--- src/rtl/phase_sequencer.sv ---
// Six-phase instruction sequencer: fetch, decode, regread, execute, memory, writeback.
// Stalls on the memory handshake in fetch and memory phases, with a stall timeout that faults.
module phase_sequencer #(
    parameter int unsigned TIMEOUT = 255
) (
    input  logic        inClk,
    input  logic        Reset,
    input  logic        Run,
    input  logic        StepMode,
    input  logic        Step,
    input  logic        Halt,
    input  logic        MemAccess,
    input  logic        MemReady,
    output logic [5:0]  Phases,
    output logic        MemReq,
    output logic        Busy,
    output logic        Halted,
    output logic        Fault,
    output logic [15:0] InstrCount
);

    typedef enum logic [2:0] {
        S_IDLE,
        S_P0,
        S_P1,
        S_P2,
        S_P3,
        S_P4,
        S_P5,
        S_HALTED
    } state_t;

    localparam logic [7:0] STALL_LAST = 8'(TIMEOUT - 1);

    state_t      state_q, state_d;
    logic [7:0]  stall_q, stall_d;
    logic        pend_q, pend_d;
    logic        fault_q, fault_d;
    logic [15:0] instr_count_q, instr_count_d;

    logic        mem_wait;
    state_t      mem_next;

    // NOTE: reset is synchronous, so it only acts on a clock edge; state updates use <= so
    // every register samples the pre-edge values of the others.
    always_ff @(posedge inClk) begin
        if (!Reset) begin
            state_q       <= S_IDLE;
            stall_q       <= '0;
            pend_q        <= 1'b0;
            fault_q       <= 1'b0;
            instr_count_q <= '0;
        end else begin
            state_q       <= state_d;
            stall_q       <= stall_d;
            pend_q        <= pend_d;
            fault_q       <= fault_d;
            instr_count_q <= instr_count_d;
        end
    end

    // NOTE: every signal written here gets a default first, so no path leaves one unassigned
    // and no latch is inferred.
    always_comb begin
        state_d       = state_q;
        stall_d       = '0;
        pend_d        = pend_q;
        fault_d       = fault_q;
        instr_count_d = instr_count_q;
        mem_wait      = 1'b0;
        mem_next      = state_q;
        Phases        = 6'b000000;
        MemReq        = 1'b0;
        Busy          = 1'b0;
        Halted        = 1'b0;

        case (state_q)
            S_IDLE: begin
                if (StepMode ? Step : Run) state_d = S_P0;
            end
            S_P0: begin
                Phases   = 6'b000001;
                Busy     = 1'b1;
                MemReq   = 1'b1;
                mem_wait = 1'b1;
                mem_next = S_P1;
            end
            S_P1: begin
                Phases  = 6'b000010;
                Busy    = 1'b1;
                state_d = S_P2;
                if (Halt) pend_d = 1'b1;
            end
            S_P2: begin
                Phases  = 6'b000100;
                Busy    = 1'b1;
                state_d = S_P3;
            end
            S_P3: begin
                Phases  = 6'b001000;
                Busy    = 1'b1;
                state_d = S_P4;
            end
            S_P4: begin
                Phases   = 6'b010000;
                Busy     = 1'b1;
                MemReq   = MemAccess;
                mem_wait = MemAccess;
                mem_next = S_P5;
                if (!MemAccess) state_d = S_P5;
            end
            S_P5: begin
                Phases        = 6'b100000;
                Busy          = 1'b1;
                instr_count_d = instr_count_q + 16'd1;
                // A captured halt wins over both Run and StepMode here.
                if (pend_q)                state_d = S_HALTED;
                else if (StepMode || !Run) state_d = S_IDLE;
                else                       state_d = S_P0;
            end
            S_HALTED: begin
                Halted = 1'b1;
            end
            default: begin
                state_d = S_IDLE;
            end
        endcase

        // Shared handshake for the fetch and memory phases; the stall count restarts at zero
        // whenever the phase is left, since stall_d defaults to zero.
        if (mem_wait) begin
            if (MemReady) begin
                state_d = mem_next;
            end else if (stall_q == STALL_LAST) begin
                state_d = S_HALTED;
                fault_d = 1'b1;
            end else begin
                stall_d = stall_q + 8'd1;
            end
        end
    end

    assign Fault      = fault_q;
    assign InstrCount = instr_count_q;

endmodule

--- config.mk ---
export PLATFORM = sky130hd
export DESIGN_NAME = phase_sequencer
export DESIGN_NICKNAME = d
export VERILOG_FILES = /design/src/rtl/phase_sequencer.sv
export SDC_FILE = /design/constraint.sdc
export NUM_CORES = 1
export LEC_CHECK = 0
export CORE_ASPECT_RATIO = 1.4
export CORE_MARGIN = 3
export CORE_UTILIZATION = 45
export CTS_CLUSTER_SIZE = 16
export DETAILED_ROUTE_END_ITERATION = 8
export GPL_ROUTABILITY_DRIVEN = 0
export PLACE_DENSITY = 0.73
export SLEW_MARGIN = 40
export SYNTH_ARGS = -nofsm -noshare
export SYNTH_HDL_FRONTEND = slang
export SYNTH_SLANG_ARGS = --single-unit
--- constraint.sdc ---
create_clock -name inClk -period 1.54 [get_ports inClk]
set_input_delay 0.308 -clock inClk [delete_from_list [all_inputs] [get_ports inClk]]
set_output_delay 0.308 -clock inClk [all_outputs]
set_load 0.05 [all_outputs]
== Word-level counts from Yosys, hierarchy flattened ==
Cells that the tools add are included.
Cells by class
  multiply operators: 0
  eq/ne operators: 9
  divide/modulo/power cells: 0
  magnitude comparators: 0
  $add $sub $neg: 2
  muxes and demuxes: 14
  reduce and logical (&&, ||, !) cells: 7
  shift operators: 0
  bitwise logic cells: 3
Operators with widths (number)
  $pmux W6 S6: 1
  $mux W3: 6
  $pmux W3 S6: 1
  $add A16 B1 Y16 const B: 1
  $eq A3 B3 Y1 const B: 4
  $add A8 B1 Y8 const B: 1
  $eq A8 B8 Y1 const B: 1
  $eq A3 B2 Y1 const B: 2
  $pmux W3 S2: 1
  $reduce_or A6 Y1: 1
  $mux W1: 4
  $ne A4 B2 Y1 const B: 1
  $reduce_or A4 Y1: 1
  $eq A3 B1 Y1 const B: 1
  $logic_not A3 Y1: 1
  $not A1 Y1: 3
  $reduce_and A3 Y1: 1
  $pmux W1 S2: 1
  $reduce_and A2 Y1: 1
  $logic_not A1 Y1: 1
  $logic_or A1 B1 Y1: 1
Word-level totals
  output and inout bits: 26
  flip-flop bits (word level): 29
  memory bits (writable): 0
  bits in latches: 0
  memories: 0
  ROM bits: 0
  bits of input ports: 8
  word-level logic and storage cells: 40

== Depth between registers and ports, before layout ==
  word-level depth: 8
  mapped depth: 6
  mapped depth without buffers: 5

== Worst setup path before layout ==
Ideal clock, no wire load.
  path kind: register -> output
  from: register state_q[1]
  to: output port Busy
  required time: 1.232 ns
  arrival time: 1.802 ns
  path slack: -0.570 ns
  buffers on the path: 1
  stages on the path, launching flop included: 5
  path through: dfxtp_1 -> buf_2 -> inv_1 -> nor2_1 -> nor2_1
On the way
  cells in the longest elaborated chain, start to end: 3
  elaborated cells on any way between the ends: 8
  those cells by class: eq/ne (6); mux (1); reduce/logical (1)
Ends and longest elaborated chain
  start, declared: RTL line 35  | state_t state_q, state_d;
  start signal, assigned: RTL line 54  | state_q <= state_d;
  $eq A3 B3 Y1, or another cell as far along: RTL line 77  | case (state_q)
  $reduce_or A6 Y1 (no source line) (*)
  $mux W1 (*): RTL line 77
  end, declared: RTL line 16  | output logic Busy,
Mark *: on every way between the ends. The rest lies on a longest branch, timed or not.

== Final worst setup path ==
Same ends and word-level chain as after synthesis.

==> results by group <==
Clock tree
  – Clock-pin slew reported for the worst setup and hold paths after clock tree synthesis: about 60 ps
  – Cell at the root of the clock tree: sky130_fd_sc_hd__clkbuf_8
  – TritonCTS Buffers: 5
  – Max Buffers Root-to-Sink: 2
  – Clock tree from TritonCTS: built
  – Later-pin clock latency in the skew report: 280 ps
  – Number of H-tree levels: 2
  – CTS sink cnt: 29

Synth
  – Async set-reset flop share out of synthesis: 0%
  – Number of enable-type register cells in the synthesized netlist: 0
  – Syn Area/Cell: a little under 9 um^2
  – Sequential area share after synthesis: 40.00%
  – Total nets after synthesis: 178
  – Commonest cells in the synthesized netlist: 31 x sky130_fd_sc_hd__nor2_1, 29 x sky130_fd_sc_hd__dfxtp_1, 13 x sky130_fd_sc_hd__nand2_1
  – Yosys Warn Count: 0
  – Synth area leader: sky130_fd_sc_hd__dfxtp_1
  – Most frequently used flop master after synthesis: sky130_fd_sc_hd__dfxtp_1
  – Netlist cell types: 32
  – Leading post-synthesis cells by cell area: sky130_fd_sc_hd__dfxtp_1 40%, sky130_fd_sc_hd__nor2_1 8.0%, sky130_fd_sc_hd__xnor2_1 7.2%
  – Most frequently used cell type in the post-synthesis netlist: sky130_fd_sc_hd__nor2_1
  – FF+latch count, synth: 29
  – Post-synthesis cell area: 0.001451 mm^2
  – Instance count of the mapped netlist: 167
  – Top cell type's share of synthesized area: 40.00%

Detailed routing
  – Average wire per standard cell: approximately 16 um
  – Ratio of routed vias to standard cells: 5.449
  – DRC Markers: 0
  – DRT antenna net count: 0
  – Drt first-iter violations: 23
  – Number of optimization iterations in the first detailed-route pass: 4
  – Total detailed-routing wirelength: 4.161 mm
  – Via total after detailed routing: around 1400

Setup path
  – Data required time at the worst endpoint: 1230 ps
  – Maximum net fanout on the critical path: 6
  – R2r endpoint: InstrCount[15]$_SDFFE_PN0N_
  – Max stage delay cell, worst path: sky130_fd_sc_hd__dfxtp_4
  – Number of cell instances on the worst register-to-register path: 4
  – Crit path DAT: 1220 ps
  – Worst R2R Start: state_q[0]$_SDFFE_PN0P_
  – Critical-path cell list: buf_8 -> inv_6 -> nor2_4 -> nor2_2 -> buf_6
  – CP Launch Type: flip-flop
  – Beginning of the critical path: state_q[1]$_SDFFE_PN0P_
  – Endpoint type of the worst setup path: primary output
  – Path type of the worst setup path: reg2out
  – R2R Setup Slk: 120 ps
  – Peak per-stage delay on the critical path: 400 ps

Final layout
  – FF+latch area: 601.8 um^2
  – Synthesis-to-finish area growth: 65.52%
  – Number of fillers in the final layout: 170
  – Layout Cell Area excl Fill: 0.002402 mm^2
  – Number of standard cells in the final layout excluding fillers: approximately 260
  – Area taken by multi-input logic gates: 898.4 um^2
  – Share of cells above drive strength 1: 39.27%
  – Post-layout net count: 229
  – Antenna diode instance count: 0

Floorplan
  – Initial Utilization: 48.97%
  – Total I/O pin count: 34
  – Die span in y: approximately 73 um
  – Die outline area: slightly below 0.004 mm^2
  – Die W: 54.00 um
  – Core area: 0.002964 mm^2
  – Number of placement rows: 23

Pwr
  – Part of the total power dissipated in sequential elements: 42.2%
  – Portion of total power attributed to the clock network: 31.9%
  – Comb pwr share: 25.9%
  – Power per cell area: 793.0 mW/mm^2
  – Switching fraction of total power: 31.56%
  – Worst VDD drop: 908.9 uV
  – Int Power: between 1 and 1.5 mW
  – Leakage power figure: 0.9477 nW
  – Switching power: 0.6012 mW

Min path
  – Type of the most critical hold path: reg2reg
  – Hold path startpoint: stall_q[0]$_SDFF_PP0_
  – Hold path cells: 1
  – Hold-critical path endpoint: stall_q[0]$_SDFF_PP0_

STA
  – Max Transition Viols Final: 0
  – Total Negative Setup Slacks: 0 ps
  – Maximum clock rate: 653.4 MHz
  – Final worst-path cycle share: 99.38%
  – Slew headroom: around four fifths
  – Count of endpoints failing setup in the final report: 0
  – Clock tree skew after final layout: 8.565 ps
  – Minimum setup slack in the final design: around 9.5 ps
  – Final Hold Vio Count: 0
  – Worst slew pin tran: 296.4 ps
  – Post-route minimum period: 1530 ps
  – Setup repair after global routing missed its margin: yes

Global routing
  – Remaining global-route overflow: 0
  – Via count of the first global-routing pass: 1381
  – Antenna violations before repair: 0
  – Largest net degree at the start of global routing: 15
  – All-layer global routing usage: 21.65%
  – Global-route wire length before repair: 6.203 mm

Run status
  – Status: completed

Placed design
  – Detailed Place HPWL: 2.802 mm
  – Port Buf Inserts: 33
  – Number of placed cells counting well taps: 243
  – Cell area after placement: 0.002178 mm^2
  – Placement-stage worst setup slack: -136.5 ps

Job
  – Max-cap violations: 0
## placed cells by master, fill, tap and decap left out, types with 4 or more instances in the layout
| cell type | netlist | layout |
|---|---|---|
| sky130_fd_sc_hd__clkbuf_8 | 0 | 5 |
| sky130_fd_sc_hd__nand4_1 | 4 | 4 |
| sky130_fd_sc_hd__nand2b_1 | 7 | 5 |
| sky130_fd_sc_hd__nand2_1 | 13 | 13 |
| sky130_fd_sc_hd__nor2_4 | 0 | 4 |
| sky130_fd_sc_hd__buf_12 | 0 | 25 |
| sky130_fd_sc_hd__xor2_1 | 6 | 6 |
| sky130_fd_sc_hd__buf_4 | 0 | 15 |
| sky130_fd_sc_hd__dfxtp_2 | 0 | 8 |
| sky130_fd_sc_hd__xnor2_1 | 12 | 12 |
| sky130_fd_sc_hd__dfxtp_1 | 29 | 18 |
| sky130_fd_sc_hd__nand3_1 | 12 | 11 |
| sky130_fd_sc_hd__nor2_1 | 31 | 25 |
| sky130_fd_sc_hd__inv_1 | 6 | 5 |
| sky130_fd_sc_hd__clkdlybuf4s50_1 | 0 | 7 |
| sky130_fd_sc_hd__a21oi_1 | 6 | 5 |
| sky130_fd_sc_hd__nor3_1 | 6 | 5 |
## flip-flops by register name (all words and copies together), names as in the netlist
name / cells
stall_q: 8
InstrCount: 16
state_q: 3
Fault: 1
pend_q: 1
## critical path, delay by kind of cell (launching register included)
| family | cells | cell delay (ps) |
|---|---|---|
| flops | 1 | 400 |
| buf+inv | 3 | 340 |
| simple gates | 2 | 190 |
## final cells by class
type	instances	share of cell area (%)
well taps	37	1.927
flip-flops and latches	29	25.05
repair buffers	51	30.63
inverters	7	1.406
multi-input cells	124	37.40
clock buffers	5	2.865
clock inverters	3	0.7292
## cell families after synthesis
group	after synthesis	share of synthesized area, %
DFF	29	40.00
and+or+nand+nor	86	33.53
AOI/OAI and AO/OA	14	6.552
adders and majority gates	3	2.586
muxes	3	2.069
buffers and inverters	14	4.396
xor gates and xnor gates	18	10.86
## power by group through the flow
stage                     clock network, mW  logic (mW)  registers, mW
after floorplan                           0       0.246          0.797
after global placement                    0       0.394          0.809
after detailed placement                  0       0.401          0.811
after CTS                             0.624       0.434          0.796
after global routing                  0.664       0.516          0.807
final                                 0.608       0.493          0.804
## through the flow
step / utilization, % / hold slack, ps / power [mW]
floorplan: - / 441.2 / 1.042
global placement: 73.49 / 450.0 / 1.203
detailed placement: 73.49 / 473.9 / 1.212
CTS: 77.88 / 489.4 / 1.854
global route: 81.05 / 513.9 / 1.987
finish: 81.05 / 494.9 / 1.905
## worst max-delay path by stage
stage | endpoint | slack [ps]
6_report | Busy | 10
5_1_grt | Busy | -50
4_1_cts | Busy | -30
3_5_place_dp | stall_q[3]$_SDFF_PP0_ | -140
3_3_place_gp | stall_q[7]$_SDFF_PP0_ | -50
2_1_floorplan | pend_q$_SDFFE_PN0P_ | -100
## metal layers
layer	routed length (um)	GRT usage [%]	up-vias
met3	204	7.566	11
met1	1552	23.44	675
met4	95	9.418	0
met5	0	0	-
met2	2308	36.93	40
li1	-	-	669
## what timing repair did
item	4_1_cts	5_1_grt
setup endpoints to repair	9	17
buffers inserted	0	5
resized for setup	13	14
hold buffers	0	0
endpoints found under the hold margin	0	0
pin swaps	3	3
(Power assumes the default switching activity.)
